`src/rtl/hsv2rgb_pkg.sv`:
```
// Shared types and constants for the HSV->RGB converter.
package hsv2rgb_pkg;

    localparam int unsigned BITWIDTH = 8;
    localparam int unsigned MAX_VAL  = (1 << BITWIDTH) - 1;
    localparam int unsigned LATENCY  = 4;
    localparam int unsigned PROD_W   = 2 * BITWIDTH;
    localparam int unsigned HX6_W    = BITWIDTH + 3;
    localparam int unsigned COUNT_W  = 16;

    typedef logic [BITWIDTH-1:0] channel_t;
    typedef logic [PROD_W-1:0]   prod_t;

    localparam channel_t CH_MAX = channel_t'(MAX_VAL);

    typedef enum logic [2:0] {
        SEC0 = 3'd0,
        SEC1 = 3'd1,
        SEC2 = 3'd2,
        SEC3 = 3'd3,
        SEC4 = 3'd4,
        SEC5 = 3'd5
    } sector_t;

    typedef struct packed {
        channel_t r;
        channel_t g;
        channel_t b;
    } rgb_t;

endpackage

```
`src/rtl/div_by_max.sv`:
```
// Combinational floor(x / M), M = 2^BITWIDTH-1; exact for x <= M*M.
module div_by_max
    import hsv2rgb_pkg::*;
(
    input  prod_t    x,
    output channel_t y_c
);

    prod_t sum_c;

    // Shift-add replacement for division by 2^N-1; cannot overflow for x <= M*M.
    assign sum_c = x + prod_t'(x >> BITWIDTH) + prod_t'(1);
    assign y_c   = channel_t'(sum_c >> BITWIDTH);

endmodule

```
`src/rtl/hsv2rgb.sv`:
```
// Pipelined HSV->RGB converter, fixed latency, no backpressure.
// Optional pixel counter enabled by defining HSV2RGB_COUNT_EN.
module hsv2rgb
    import hsv2rgb_pkg::*;
(
    input  logic                clock,
    input  logic                reset,
    input  logic                hsv_inputs_valid,
    input  logic [BITWIDTH-1:0] h,
    input  logic [BITWIDTH-1:0] s,
    input  logic [BITWIDTH-1:0] v,
    output logic [BITWIDTH-1:0] r,
    output logic [BITWIDTH-1:0] g,
    output logic [BITWIDTH-1:0] b,
    output logic                rgb_valid
`ifdef HSV2RGB_COUNT_EN
    ,
    output logic [COUNT_W-1:0]  pixel_count
`endif
);

    logic [LATENCY-1:0] vld_q;

    channel_t h0_q, s0_q, v0_q;

    logic [HX6_W-1:0] hx6_c;
    sector_t          sec1_q;
    channel_t         f1_q, s1_q, v1_q;

    prod_t    sf_prod_c, sfi_prod_c;
    channel_t sf_div_c, sfi_div_c;
    sector_t  sec2_q;
    channel_t v2_q, ps2_q, qs2_q, ts2_q;

    prod_t    p_prod_c, q_prod_c, t_prod_c;
    channel_t p_div_c, q_div_c, t_div_c;
    sector_t  sec3_q;
    channel_t v3_q, p3_q, q3_q, t3_q;

    rgb_t mux_c;

    // Stage 1: hue scaled to six sectors plus fractional position within the sector.
    assign hx6_c = HX6_W'(h0_q) * HX6_W'(3'd6);

    // Stage 2: saturation terms.
    assign sf_prod_c  = prod_t'(s1_q) * prod_t'(f1_q);
    assign sfi_prod_c = prod_t'(s1_q) * prod_t'(CH_MAX - f1_q);

    div_by_max u_div_qs (.x(sf_prod_c),  .y_c(sf_div_c));
    div_by_max u_div_ts (.x(sfi_prod_c), .y_c(sfi_div_c));

    // Stage 3: scale saturation terms by value.
    assign p_prod_c = prod_t'(v2_q) * prod_t'(ps2_q);
    assign q_prod_c = prod_t'(v2_q) * prod_t'(qs2_q);
    assign t_prod_c = prod_t'(v2_q) * prod_t'(ts2_q);

    div_by_max u_div_p (.x(p_prod_c), .y_c(p_div_c));
    div_by_max u_div_q (.x(q_prod_c), .y_c(q_div_c));
    div_by_max u_div_t (.x(t_prod_c), .y_c(t_div_c));

    // Stage 4: channel routing by sector.
    always_comb begin
        mux_c = '{r: v3_q, g: t3_q, b: p3_q};
        case (sec3_q)
            SEC0:    mux_c = '{r: v3_q, g: t3_q, b: p3_q};
            SEC1:    mux_c = '{r: q3_q, g: v3_q, b: p3_q};
            SEC2:    mux_c = '{r: p3_q, g: v3_q, b: t3_q};
            SEC3:    mux_c = '{r: p3_q, g: q3_q, b: v3_q};
            SEC4:    mux_c = '{r: t3_q, g: p3_q, b: v3_q};
            SEC5:    mux_c = '{r: v3_q, g: p3_q, b: q3_q};
            default: mux_c = '{r: v3_q, g: t3_q, b: p3_q};
        endcase
    end

    always_ff @(posedge clock) begin
        if (reset) begin
            vld_q     <= '0;
            h0_q      <= '0;
            s0_q      <= '0;
            v0_q      <= '0;
            sec1_q    <= SEC0;
            f1_q      <= '0;
            s1_q      <= '0;
            v1_q      <= '0;
            sec2_q    <= SEC0;
            v2_q      <= '0;
            ps2_q     <= '0;
            qs2_q     <= '0;
            ts2_q     <= '0;
            sec3_q    <= SEC0;
            v3_q      <= '0;
            p3_q      <= '0;
            q3_q      <= '0;
            t3_q      <= '0;
            r         <= '0;
            g         <= '0;
            b         <= '0;
            rgb_valid <= 1'b0;
        end else begin
            vld_q  <= {vld_q[LATENCY-2:0], hsv_inputs_valid};
            h0_q   <= h;
            s0_q   <= s;
            v0_q   <= v;
            sec1_q <= sector_t'(hx6_c[HX6_W-1:BITWIDTH]);
            f1_q   <= hx6_c[BITWIDTH-1:0];
            s1_q   <= s0_q;
            v1_q   <= v0_q;
            sec2_q <= sec1_q;
            v2_q   <= v1_q;
            ps2_q  <= CH_MAX - s1_q;
            qs2_q  <= CH_MAX - sf_div_c;
            ts2_q  <= CH_MAX - sfi_div_c;
            sec3_q <= sec2_q;
            v3_q   <= v2_q;
            p3_q   <= p_div_c;
            q3_q   <= q_div_c;
            t3_q   <= t_div_c;
            // Outputs hold their last valid pixel through gaps.
            if (vld_q[LATENCY-1]) begin
                r <= mux_c.r;
                g <= mux_c.g;
                b <= mux_c.b;
            end
            rgb_valid <= vld_q[LATENCY-1];
        end
    end

`ifdef HSV2RGB_COUNT_EN
    // Saturating count of delivered pixels.
    always_ff @(posedge clock) begin
        if (reset) begin
            pixel_count <= '0;
        end else if (rgb_valid && (pixel_count != {COUNT_W{1'b1}})) begin
            pixel_count <= pixel_count + COUNT_W'(1);
        end
    end
`endif

endmodule
```
`config.mk`:
```
export PLATFORM = sky130hd
export DESIGN_NAME = hsv2rgb
export DESIGN_NICKNAME = d
export VERILOG_FILES = /design/src/rtl/hsv2rgb_pkg.sv /design/src/rtl/div_by_max.sv /design/src/rtl/hsv2rgb.sv
export SDC_FILE = /design/constraint.sdc
export NUM_CORES = 1
export LEC_CHECK = 0
export CAP_MARGIN = 20
export CORE_MARGIN = 10
export CORE_UTILIZATION = 40
export DETAILED_ROUTE_END_ITERATION = 10
export GPL_ROUTABILITY_DRIVEN = 0
export PLACE_DENSITY = 0.55
export RECOVER_POWER = 100
export SYNTH_ARGS = -nofsm -noshare
export SYNTH_HDL_FRONTEND = slang
export SYNTH_SLANG_ARGS = --single-unit
export TNS_END_PERCENT = 1
```
`constraint.sdc`:
```
create_clock -name clock -period 6.7 [get_ports clock]
set_clock_uncertainty 0.1 [all_clocks]
set_input_delay 1.34 -clock clock [delete_from_list [all_inputs] [get_ports clock]]
set_output_delay 1.34 -clock clock [all_outputs]
set_load 0.01 [all_outputs]
```
==> results.md <==
Drt:
- The starting DRC count in detailed routing is around 900.
- The total length of routed wires is around 44000 um.
- In this run the remaining antenna-violating nets after routing total 0.
- After detailed routing, the average wire length per cell comes to 16.6 um.
- Detailed routing inserted a total of around 14000 vias.
- After detailed routing, the number of vias per cell comes to 5.34.
- For this run, design rule violations remaining after detail routing come to 0.
- For this run, the detailed router's first-pass iteration total came to 5.

Worst hold path:
- The cell depth of the worst hold path is 1.
- The classification of the worst-slack hold path is flip-flop to flip-flop.
- The worst hold path begins at s0_q[5].
- The path with the worst hold slack has its endpoint at s1_q[5].

Setup path:
- The kind of critical path is flip-flop to flip-flop.
- STA classifies the critical path startpoint as a flip-flop.
- Along the worst path, the maximum fanout reaches 8.
- The data arrival time of the critical path is approximately 6700 ps.
- The critical register-to-register path startpoint is qs2_q[6].
- The endpoint required time on the critical path is 6970 ps.
- The capture point of the worst reg-to-reg path is q3_q[2].
- STA classifies the critical path endpoint as a flip-flop.
- The register-to-register path setup slack is approximately 320 ps.
- For the worst flop-to-flop path, the logic depth is 22.

Pwr:
- The standby leakage power is 9.77 nW.
- In this run the power density over the cells is 145 nW/um2.
- The maximum resistive drop on vdd is 0.000143 V.

Timing:
- The worst max-slew margin expressed relative to the limit is -91.4%.
- At the pin with the least slew margin, the transition time is 2870 ps.
- The worst path needs 6380 ps of the cycle, external delays included.
- The highest attainable clock frequency is approximately 160 MHz.
- Once routing completed, OpenROAD measured the worst setup slack at 320 ps.
- The setup total negative slack is 0 ps.
- Setup repair after global routing could not meet its margin everywhere.
- The hold violation count in the final report is 0.
- The final period utilization is 95.2%.
- Setup violations remaining at the end of the flow were counted as 0.
- The number of pins with negative max-slew slack in the final report is between 60 and 70.

Synth:
- Yosys mapped a number of flops with a built-in enable equal to 0.
- The post-synthesis average cell area is 8.74 um2.
- The warning count from the yosys run is 0.
- Summing the sequential cell areas from Yosys gives about 17% of the chip area.
- The proportion of synthesized flip-flops having asynchronous set or reset is 0%.
- The synthesized netlist cell count is 2037.
- Counting distinct cell types in the post-synthesis netlist gives 94.
- The area of the mapped netlist is approximately 18000 um2.
- The number of synthesized register bits is 149.
- Among all flip-flop cells after synthesis, the most frequent one is dfxtp_1.
- The synthesized netlist net count is 2462.

Layout:
- From synthesis to final layout, the design area changed by 10.7%.
- The number of antenna repair diodes is 0.
- With fillers left out, the area of the finished cells amounts to slightly below 20000 um2.
- The number of nets in the layout is 2492.
- The fill cell total of the finished layout is 4421.
- The share of final-layout standard cells stronger than drive strength 1 is 6.54%.
- Once layout is complete, the utilization of the core stands at 44.7%.
- Leaving out fill and tap cells, the most frequent cell in the layout is inv_1.
- In the layout the commonest cells are inv_1 (276), ha_1 (221), and2_1 (218), fa_1 (176), dfxtp_1 (129).

GRT:
- The maximum number of pins on one net before global-route repair is 82.
- The global-route wire length before repair is approximately 75000 um.
- Global routing finished with a remaining overflow of 0.
- The aggregate global-route resource usage is approximately 17%.
- The initial antenna violation count came to 1.
- The via count of the first global-routing pass is between 10000 and 15000.

CTS:
- The CTS tree is built.
- The TritonCTS buffer count is 17.
- The number of buffers added to fix hold violations after cts is 0.
- The root cell of the clock tree is clkbuf_16.
- The insertion delay of the later-clocked pin in the worst-skew pair is 450 ps.
- Clock-pin slew was measured on the worst setup and hold paths at 80 ps.
- Clock tree synthesis found a total of around 150 sinks.
- The H-tree depth is 4.
- No sink is reached through more buffers than the 2 on the longest clock path.
- The post-CTS repair timing setup buffer count is 0.

Flow run:
- The total of max-cap violations is 1.

Placed design:
- The number of buffers inserted by port buffering is 51.
- After detailed placement, the total cell area comes to 19000 um2.
- The setup slack at placement is 114 ps.
- The sum of net half-perimeters after detailed placement is 35500 um.

Die:
- In this run the core area contains 77 standard-cell rows.
- During I/O placement, the number of pins put on the boundary was 52.
- The effective utilization at floorplan is 40.4%.
- The horizontal die dimension is 231 um.
- The area inside the core boundary is between 40000 and 50000 um2.
- The die covers 53400 um2.
- The die is 231 um tall.

Run status:
- The run finished, with violations left.
- The final reports fail on max-capacitance violations, max-slew violations.
## layout make-up
cell class                 instances  area, um2  share of cell area [%]
tap                              592        741                    3.75
clock inverter                    15        211                    1.07
multi-input combinational       1541      13600                    68.7
timing repair buffer              82        737                    3.74
inverter                         276       1040                    5.25
clock buffer                      17        425                    2.16
sequential                       149       3020                    15.3
## cell families after synthesis
kind of cell,after synthesis,share of synthesized area [%]
fa+ha+maj,401,35.5
xor+xnor,56,2.99
flops,149,16.7
mux,11,0.646
buf+inv,347,7.40
simple gates,719,22.5
compound gates,354,14.2
## worst max path at each step
stage | start | endpoint | slack (ps)
floorplan | f1_q[7] | qs2_q[4] | 600
global placement | f1_q[2] | qs2_q[5] | 230
detailed placement | f1_q[3] | qs2_q[2] | 110
CTS | f1_q[3] | qs2_q[2] | 70
global route | v2_q[4] | t3_q[2] | -20
finish | qs2_q[6] | q3_q[2] | 320
## stage by stage
step	hold slack [ps]	total power [W]	instances
after floorplan	314	0.00158	2037
after global placement	316	0.00181	2640
after detailed placement	323	0.00182	2640
after CTS	326	0.00289	2672
after global routing	346	0.00305	2672
final	321	0.00286	2672
## power breakdown
part / leakage (nW) / internal [W] / switching (W)
Clock: 0.301 / 0.000602 / 0.000452
Combinational: 8.24 / 0.000323 / 0.000447
Sequential: 1.23 / 0.000941 / 0.0000926
## registers in the layout, indices dropped and copies added, names as in the netlist, 4 cells and up
name and cells:
p3_q 8, q3_q 8, t3_q 8, v1_q 8, v0_q 8, ts2_q 8
r 8, f1_q 7, v3_q 8, b 8, ps2_q 8, s0_q 8
g 8, h0_q 8, qs2_q 8, v2_q 8, s1_q 8, vld_q 4
## what timing repair did
| item | 4_1_cts | 5_1_grt |
|---|---|---|
| endpoints found under the setup margin | 0 | 29 |
| gates resized for setup | 0 | 35 |
| endpoints found under the hold margin | 0 | 0 |
## cells in the mapped netlist, types with 38 or more instances
master | n | share of area (%)
nor3_1 | 38 | 1.1
o21ai_0 | 51 | 1.4
a21oi_1 | 69 | 1.9
fa_1 | 176 | 20
nor2_1 | 115 | 2.4
ha_1 | 222 | 16
nand2_1 | 102 | 2.1
nor2b_1 | 95 | 3.3
inv_1 | 276 | 5.8
dfxtp_1 | 149 | 17
and2_1 | 219 | 7.7
clkbuf_1 | 62 | 1.3
## worst max-delay path, stage by stage, from the launching register on
cell	delay (ps)
dfxtp_1	540
nand2_1	130
fa_1	500
fa_1	490
inv_1	50
fa_1	490
inv_1	60
fa_1	480
inv_1	40
ha_1	370
and3_1	250
or4b_4	500
a31o_2	260
and2_1	180
ha_1	280
o21ai_0	70
nand2b_1	80
a21oi_1	70
a211oi_2	270
o21ai_0	140
o211a_4	270
or4_1	500
a21oi_1	160
## routing by layer
layer | track usage [%] | up-vias | routed length, um
met1 | 23.3 | 6974 | 21300
met3 | 2.77 | 55 | 1850
met4 | 4.25 | 2 | 843
li1 | - | 6942 | -
met5 | 0 | - | 10
met2 | 27.6 | 296 | 20300
No activity file was read; power rests on OpenSTA's default activity.
